## src/rtl/imm_pkg.sv

```systemverilog
`default_nettype none
// ============================================================================
// Module      : imm_pkg
// Description : Shared definitions for the immediate encoder and the
//               immediate generator. Holds the immediate-format codes, the
//               raw-field width and a sign-extension helper used by the
//               representability checks.
// Revision    : 1.0 - initial release
// ============================================================================
package imm_pkg;

    // Immediate-format codes, shared with the immediate generator.
    typedef enum logic [2:0] {
        IMM_I = 3'b000,
        IMM_S = 3'b001,
        IMM_B = 3'b010,
        IMM_J = 3'b011,
        IMM_U = 3'b100
    } imm_src_e;

    // Width of instr[31:7], the part of the instruction that carries
    // immediate bits.
    localparam int unsigned C_RAW_W = 25;

    // The error counter saturates at this value.
    localparam logic [7:0] C_ERR_MAX = 8'hFF;

    // True when v[31:lsb] are all equal. That is the condition for v to
    // survive truncation to lsb+1 bits followed by sign extension.
    function automatic logic all_same(input logic [31:0] v, input logic [4:0] lsb);
        logic [31:0] m;
        m = 32'hFFFF_FFFF << lsb;
        return ((v & m) == m) || ((v & m) == 32'h0);
    endfunction

endpackage
`default_nettype wire

```

## src/rtl/imm_scatter.sv

```systemverilog
`default_nettype none
// ============================================================================
// Module      : imm_scatter
// Description : Combinational core of the immediate encoder. Scatters a
//               32-bit immediate into the raw field instr[31:7] for the
//               selected format. Raw bits that the format does not own are
//               taken from base_raw. It also reports whether the immediate
//               can be represented in that format.
// Ports       : immediate  [31:0] in  - value to encode
//               imm_source [2:0]  in  - format code (imm_src_e)
//               base_raw   [24:0] in  - base_instr[31:7]
//               raw        [24:0] out - encoded instr[31:7]
//               err               out - immediate not representable
// Revision    : 1.0 - initial release
// ============================================================================
module imm_scatter
    import imm_pkg::*;
(
    input  logic [31:0]        immediate,
    input  logic [2:0]         imm_source,
    input  logic [C_RAW_W-1:0] base_raw,
    output logic [C_RAW_W-1:0] raw,
    output logic               err
);

    always_comb begin
        raw = base_raw;
        err = 1'b0;
        case (imm_source)
            IMM_I: begin
                raw[24:13] = immediate[11:0];
                err        = !all_same(immediate, 5'd11);
            end
            IMM_S: begin
                raw[24:18] = immediate[11:5];
                raw[4:0]   = immediate[4:0];
                err        = !all_same(immediate, 5'd11);
            end
            IMM_B: begin
                // Bit 0 is implied zero by the decoder, so an odd value
                // cannot be encoded.
                raw[24]    = immediate[12];
                raw[0]     = immediate[11];
                raw[23:18] = immediate[10:5];
                raw[4:1]   = immediate[4:1];
                err        = !all_same(immediate, 5'd12) || immediate[0];
            end
            IMM_J: begin
                raw[24]    = immediate[20];
                raw[12:5]  = immediate[19:12];
                raw[13]    = immediate[11];
                raw[23:14] = immediate[10:1];
                err        = !all_same(immediate, 5'd20) || immediate[0];
            end
            IMM_U: begin
                raw[24:5]  = immediate[31:12];
                err        = (immediate[11:0] != 12'h000);
            end
            default: begin
                // Unknown format: pass the base instruction through untouched.
                err = 1'b1;
            end
        endcase
    end

endmodule
`default_nettype wire

```

## src/rtl/imm_encoder.sv

```systemverilog
`default_nettype none
// ============================================================================
// Module      : imm_encoder
// Description : Two-stage valid/ready pipeline that encodes an immediate
//               into a base instruction. This is the inverse of the immediate
//               generator. Stage 1 scatters the immediate and registers the
//               raw field and the range flag. Stage 2 registers the merged
//               instruction. A saturating counter counts the errored beats
//               that are delivered downstream.
// Ports       : clk, rst             - clock, synchronous active-high reset
//               in_valid / in_ready  - request handshake
//               imm_source [2:0]     - format code
//               immediate  [31:0]    - value to encode
//               base_instr [31:0]    - opcode/register/funct bits
//               out_valid / out_ready- result handshake
//               instr      [31:0]    - encoded instruction
//               range_err            - immediate not representable
//               err_count  [7:0]     - saturating errored-beat count
// Revision    : 1.0 - initial release
// ============================================================================
module imm_encoder
    import imm_pkg::*;
(
    input  logic        clk,
    input  logic        rst,
    input  logic        in_valid,
    output logic        in_ready,
    input  logic [2:0]  imm_source,
    input  logic [31:0] immediate,
    input  logic [31:0] base_instr,
    output logic        out_valid,
    input  logic        out_ready,
    output logic [31:0] instr,
    output logic        range_err,
    output logic [7:0]  err_count
);

    // ------------------------------------------------------------------
    // Stage 1 combinational encode
    // ------------------------------------------------------------------
    logic [C_RAW_W-1:0] w_raw;
    logic               w_err;

    imm_scatter u_scatter (
        .immediate  (immediate),
        .imm_source (imm_source),
        .base_raw   (base_instr[31:7]),
        .raw        (w_raw),
        .err        (w_err)
    );

    // ------------------------------------------------------------------
    // Pipeline registers
    // ------------------------------------------------------------------
    logic               r_s1_valid;
    logic [C_RAW_W-1:0] r_s1_raw;
    logic [6:0]         r_s1_low;
    logic               r_s1_err;

    logic               r_out_valid;
    logic [31:0]        r_instr;
    logic               r_range_err;
    logic [7:0]         r_err_count;

    // ------------------------------------------------------------------
    // Handshake control
    // ------------------------------------------------------------------
    logic w_out_fire;
    logic w_s2_load;
    logic w_s1_adv;
    logic w_in_ready;
    logic w_in_fire;

    assign w_out_fire = r_out_valid && out_ready;
    // Stage 2 can take a new beat when it is empty or its beat leaves now.
    assign w_s2_load  = !r_out_valid || out_ready;
    assign w_s1_adv   = r_s1_valid && w_s2_load;
    // This path is combinational from out_ready. With no skid buffer,
    // stage 1 can only accept while its own beat moves on.
    assign w_in_ready = !r_s1_valid || w_s1_adv;
    assign w_in_fire  = in_valid && w_in_ready;

    // Control and output registers (reset)
    always_ff @(posedge clk) begin
        if (rst) begin
            r_s1_valid  <= 1'b0;
            r_out_valid <= 1'b0;
            r_instr     <= 32'h0;
            r_range_err <= 1'b0;
            r_err_count <= 8'h00;
        end else begin
            if (w_in_fire) begin
                r_s1_valid <= 1'b1;
            end else if (w_s1_adv) begin
                r_s1_valid <= 1'b0;
            end

            if (w_s2_load) begin
                r_out_valid <= r_s1_valid;
            end

            if (w_s1_adv) begin
                r_instr     <= {r_s1_raw, r_s1_low};
                r_range_err <= r_s1_err;
            end

            if (w_out_fire && r_range_err && (r_err_count != C_ERR_MAX)) begin
                r_err_count <= r_err_count + 8'd1;
            end
        end
    end

    // Stage 1 data registers. These are qualified by r_s1_valid and need
    // no reset.
    always_ff @(posedge clk) begin
        if (w_in_fire) begin
            r_s1_raw <= w_raw;
            r_s1_low <= base_instr[6:0];
            r_s1_err <= w_err;
        end
    end

    // ------------------------------------------------------------------
    // Outputs
    // ------------------------------------------------------------------
    assign in_ready  = w_in_ready;
    assign out_valid = r_out_valid;
    assign instr     = r_instr;
    assign range_err = r_range_err;
    assign err_count = r_err_count;

endmodule
`default_nettype wire

```

## config.mk

```make
export PLATFORM = sky130hd
export DESIGN_NAME = imm_encoder
export DESIGN_NICKNAME = d
export VERILOG_FILES = /design/src/rtl/imm_pkg.sv /design/src/rtl/imm_scatter.sv /design/src/rtl/imm_encoder.sv
export SDC_FILE = /design/constraint.sdc
export NUM_CORES = 1
export LEC_CHECK = 0
export CORE_MARGIN = 2
export CORE_UTILIZATION = 47
export CTS_BUF_LIST = sky130_fd_sc_hd__clkbuf_4 sky130_fd_sc_hd__clkbuf_8
export CTS_CLUSTER_SIZE = 12
export DETAILED_ROUTE_END_ITERATION = 6
export GPL_TIMING_DRIVEN = 1
export PLACE_DENSITY = 0.82
export SLEW_MARGIN = 20
export SYNTH_ARGS = -nofsm -noshare
export SYNTH_HDL_FRONTEND = slang
export SYNTH_SLANG_ARGS = --single-unit
```

## constraint.sdc

```tcl
create_clock -name clk -period 2.35 [get_ports clk]
set_input_delay 0.235 -clock clk [delete_from_list [all_inputs] [get_ports clk]]
set_output_delay 0.235 -clock clk [all_outputs]
set_load 0.1 [all_outputs]
```

; Yosys cells after proc, flatten, opt, wreduce, memory -nomap -nowiden
; Index checks and enable logic that the tools add are counted.
[op_classes]
addsub = 1
eq_ne = 8
mux = 7
reduce_logical = 25
[ops]
columns = operator, n
row1 = $logic_not A32 Y1, 3
row2 = $pmux W7 S4, 1
row3 = $eq A21 B21 Y1 const B, 1
row4 = $eq A20 B20 Y1 const B, 1
row5 = $pmux W5 S3, 1
row6 = $eq A12 B12 Y1 const B, 1
row7 = $reduce_bool A12 Y1, 1
row8 = $pmux W5 S2, 1
row9 = $add A8 B1 Y8 const B, 1
row10 = $mux W8, 1
row11 = $ne A8 B8 Y1 const B, 1
row12 = $logic_or A1 B1 Y1, 7
row13 = $eq A3 B2 Y1 const B, 2
row14 = $logic_and A1 B1 Y1, 5
row15 = $logic_not A1 Y1, 5
row16 = $pmux W1 S4, 1
row17 = $reduce_or A2 Y1, 2
row18 = $eq A3 B1 Y1 const B, 1
row19 = $eq A3 B3 Y1 const B, 1
row20 = $logic_not A3 Y1, 1
row21 = $mux W1, 2
row22 = $reduce_bool A2 Y1, 1
[word_totals]
register_bits = 76
inputBits = 71
output_inout_bits = 43
word_cells = 49

; Longest topological paths before layout
[depth]
word_depth = 6
mapped_depth = 6
depth_no_buf = 6

; Hierarchy
; A second synthesis with hierarchy kept.
[unflattened]
hier_cells = 364
area_unflattened_um2 = 3577.2
[modules_own_cells]
columns = module, instances, cells_per_inst, area_each_um2, seq_area_each_um2
row1 = imm_encoder, 1, 242, 2792.7, 1851.8
row2 = imm_scatter, 1, 122, 784.5, 0.0

; Least setup slack after synthesis
; No wires, ideal clock.
[synth_path]
kind = register -> register
from = reg r_out_valid, in the netlist out_valid
to = reg r_s1_err, enable pin
setup_ns = 0.410
t_arrival_ns = 2.613
t_required_ns = 1.940
path_slack_ns = -0.673
path_stages_with_launch = 4
path_buffers = 0
period_less_slack_ns = 3.023
cell_sequence = dfxtp_1 -> and2b_4 -> nand2_1 -> and2_1
[synth_between]
elab_chain_cells = 5
[synth_lines]
columns = item, line_no
row1 = start: declaration, imm_encoder.sv:60  ; logic r_out_valid;
row2 = start signal: assignment, imm_encoder.sv:99  ; r_out_valid <= r_s1_valid;
row3 = $logic_not A1 Y1, imm_encoder.sv:76  ; assign w_s2_load = !r_out_valid || out_ready;
row4 = $logic_or A1 B1 Y1, imm_encoder.sv:76
row5 = $logic_and A1 B1 Y1, imm_encoder.sv:77  ; assign w_s1_adv = r_s1_valid && w_s2_load;
row6 = $logic_or A1 B1 Y1, imm_encoder.sv:80  ; assign w_in_ready = !r_s1_valid || w_s1_adv;
row7 = net in_ready, imm_encoder.sv:27  ; output logic in_ready,
row8 = $logic_and A1 B1 Y1, imm_encoder.sv:81  ; assign w_in_fire = in_valid && w_in_ready;
row9 = net w_in_fire, imm_encoder.sv:72  ; logic w_in_fire;
row10 = end signal: assignment, imm_encoder.sv:119  ; r_s1_err <= w_err;
row11 = end: declaration, imm_encoder.sv:58  ; logic r_s1_err;
; The timed path passes the listed nets, and every way through them passes these cells.
; A chain may end at the register's enable or synchronous reset.

; Worst setup path in the final report
[layout_path]
from = in imm_source[1]
to = reg r_s1_raw[5] (data pin)
[layout_between]
elab_chain_cells = 3
word_cells_on_any_way = 4
classes_between = eq/ne (2) / mux (1) / reduce/logical (1)
[layout_lines]
columns = item, line_no
row1 = start: declaration, imm_encoder.sv:28  ; input logic [2:0] imm_source,
row2 = $eq A3 B2 Y1 or $eq A3 B3 Y1 (tied branches), imm_scatter.sv:29  ; case (imm_source)
row3 = $reduce_or A2 Y1 (no line) (*), -
row4 = $mux W8 (*), imm_scatter.sv:29
row5 = net u_scatter.raw[5], imm_scatter.sv:22  ; output logic [C_RAW_W-1:0] raw,
row6 = end signal: assignment, imm_encoder.sv:117  ; r_s1_raw <= w_raw;
row7 = end: declaration, imm_encoder.sv:56  ; logic [C_RAW_W-1:0] r_s1_raw;
; Mark *: on every way through the listed nets, which the timed path passes. The rest lies on a longest branch.

==> results by group <==
Placement
  • Port Buffers: 113
  • Post-DP HPWL: 6010 um
  • Placed insts: 551
  • Placed inst area: 4540 um2
  • Worst slack, placed: 0.314 ns
  • GP Congestion: 0.972

Timing
  • Clk_skew: 0.0138 ns
  • Final TNS setup: 0 ns
  • Rel. slew slack: 69.1%
  • Tcrit/Tclk final: 72.3%
  • Final Setup Violations: 0
  • Final Hold Viols: 0
  • Final Max Tran Viols: 0
  • Hold WS: 0.447 ns
  • Unrepaired setup endpoints after global routing: no
  • Fin crit period: 1.70 ns
  • Worst slew pin tran: 0.460 ns
  • Setup ws final: 0.650 ns
  • Achievable Freq: 588 MHz

Floorplan
  • Die Ht: 89.2 um
  • Cell Rows: 31
  • Initial Utilization: 47.8%
  • Die W: 89.2 um
  • I/O pin count: 114
  • Core ar.: 7140 um2
  • Die area: 7950 um2

Global route
  • Global-route wire length before repair: 12300 um
  • Vias in the first global route: 2634
  • Grt ovf: 0
  • Largest net degree at the start of global routing: 44
  • Initial antenna violation count: 0
  • Gr usage total: 20.3%

Logic synthesis
  • Mean Syn Cell Area: 9.75 um2
  • Syn nets: 422
  • Yosys reg bits: 76
  • Most frequent cell after synthesis: nand2_1
  • Synth area leaders: edfxtp_1 29%, dfxtp_1 25%, nand2_1 8.1%
  • Sequential fraction of the synthesis area: 54.3%
  • EDFF count, synth: 33
  • Yosys warnings: 0
  • Synth top cells by count: 74 x nand2_1, 48 x a21oi_1, 43 x dfxtp_1
  • Async S/R FF share, synth: 0%
  • Cells after Synth: 350
  • Post-synth top area share: 29.1%
  • Cell area after synthesis: 3410 um2
  • Post-synth top area cell: edfxtp_1
  • Synth Flop Type: dfxtp_1
  • Yosys cell types: 43

Final layout
  • Final cell count without fillers: 567
  • Synth-to-Final Area Change: 38.5%
  • Ant diodes: 0
  • Share of cells above drive strength 1: 20.5%
  • Core Util, Final: 66.2%
  • Final net count: 535
  • Final non-filler cell area: 4720 um2

Setup path
  • Reg2reg setup slack: 0.81 ns
  • Critical path type: in2reg
  • CP Launch Type: primary input
  • Crit. End Element: register
  • CP Data Arrival Time: 1.78 ns
  • R2r startpoint: err_count[0]$_SDFFE_PP0P_
  • CP Max Fanout: 10
  • Crit path from: imm_source[1]
  • CP required: 2.43 ns

Route
  • Routed vias: 2943
  • # DRC: 0
  • Routed WL: 8000 um
  • Iteration-0 DRC Markers: 135
  • Drt pass-1 iters: 4
  • Post-route ant nets: 0
  • Vias per cell: 5.19
  • Post-DR wirelength/cell: 14.1 um

Flow run
  • Max-Cap Viols: 0

Run status
  • Status: finished clean

Clock tree
  • Clock-pin slew on the worst setup and hold paths: 0.08 ns
  • H-Tree Depth: 3
  • Hold Buf Count CTS: 0
  • Total CTS buffers: 9
  • CTS tree: yes
  • Bufs on Longest Clock Path: 2
  • Worst-Skew Late Latency: 0.34 ns
  • Post-CTS Resized: 0
  • CTS sink cnt: 76
  • Total setup buffers inserted after CTS: 0
  • Root Driver: clkbuf_8

Pwr
  • Pwr dens: 642 nW/um2
  • Power, Total: 3.03 mW
  • VDD IR max: 0.241 mV
  • P_leak: 1.76 nW

Hold path
  • Min-Delay Startpoint: base_instr[3]
  • Hold Crit Class: in2reg
[critical path, stage by stage]
cell and delay, ns:
clkdlybuf4s50_1 0.62, inv_2 0.17, nor2_4 0.08, a21oi_4 0.30, mux2_2 0.38
[placed cells by master (no fill, tap or decap), drive strengths merged]
cell type	synthesis	final
a211oi	1	1
a21oi	49	49
a221oi	1	1
a22o	4	4
a41o	1	1
a41oi	1	1
and2	1	1
and2b	1	1
and3	1	1
buf	15	53
clkbuf	6	11
clkdlybuf4s50	0	70
clkinv	0	3
dfxtp	43	43
edfxtp	33	33
ha	1	1
inv	4	6
mux2	12	12
mux2i	8	8
nand2	75	75
nand2b	1	1
nand3	6	6
nand4	7	7
nor2	32	32
nor2b	2	2
nor3	7	7
nor4	8	8
o2111ai	1	1
o211ai	2	2
o21ai	9	9
o21bai	4	4
o22a	1	1
o22ai	2	2
or2	1	1
or3	3	3
xnor2	6	6
xor2	1	1
[worst paths after layout]
path	endpoint	cells past startpoint
max	r_s1_raw[5]$_DFFE_PP_	5
min	r_s1_low[3]$_DFFE_PP_	1
max reg2reg	err_count[3]$_SDFFE_PP0P_	5
min reg2reg	instr[19]$_SDFFE_PP0P_	2
[flip-flops by register name, summed over array words and instances, names as in the netlist]
name	flops
instr	32
r_s1_raw	25
err_count	8
r_s1_low	7
out_valid	1
r_s1_err	1
r_s1_valid	1
range_err	1
[kinds of logic (layout without fill, tap and decap cells)]
logic type	count (synthesis)	after routing	synth area share [%]
adder cells (fa/ha/maj)	1	1	0.367
AO/OA/AOI/OAI	76	76	13.8
flip-flops	76	76	54.3
buffers and inverters	25	143	4.04
multiplexers	20	20	6.31
AND/OR/NAND/NOR	145	145	19.4
XOR/XNOR	7	7	1.80
[per-layer routing]
layer	up-vias	share of wire [%]	GRT usage, %
met5	-	0	0
met4	0	1.3	8.01
met3	8	8.7	4.06
met2	134	46	31.9
met1	1335	44	27.8
li1	1466	-	-
[area by class of cell]
| type | instances | area [um2] |
|---|---|---|
| fill | 612 | 2410 |
| sequential | 76 | 1850 |
| multi-input combinational | 249 | 1430 |
| timing repair buffer | 123 | 1120 |
| clock buffer | 11 | 145 |
| tap | 99 | 124 |
| clock inverter | 5 | 35.0 |
| inverter | 4 | 15.0 |
[power by group]
part / leakage (nW) / switching, mW / total, mW / internal [mW]
Sequential: 0.670 / 0.0300 / 1.49 / 1.46
Combinational: 0.991 / 0.409 / 0.644 / 0.235
Clock: 0.0952 / 0.470 / 0.899 / 0.428
No activity file was read; power rests on OpenSTA's default activity.
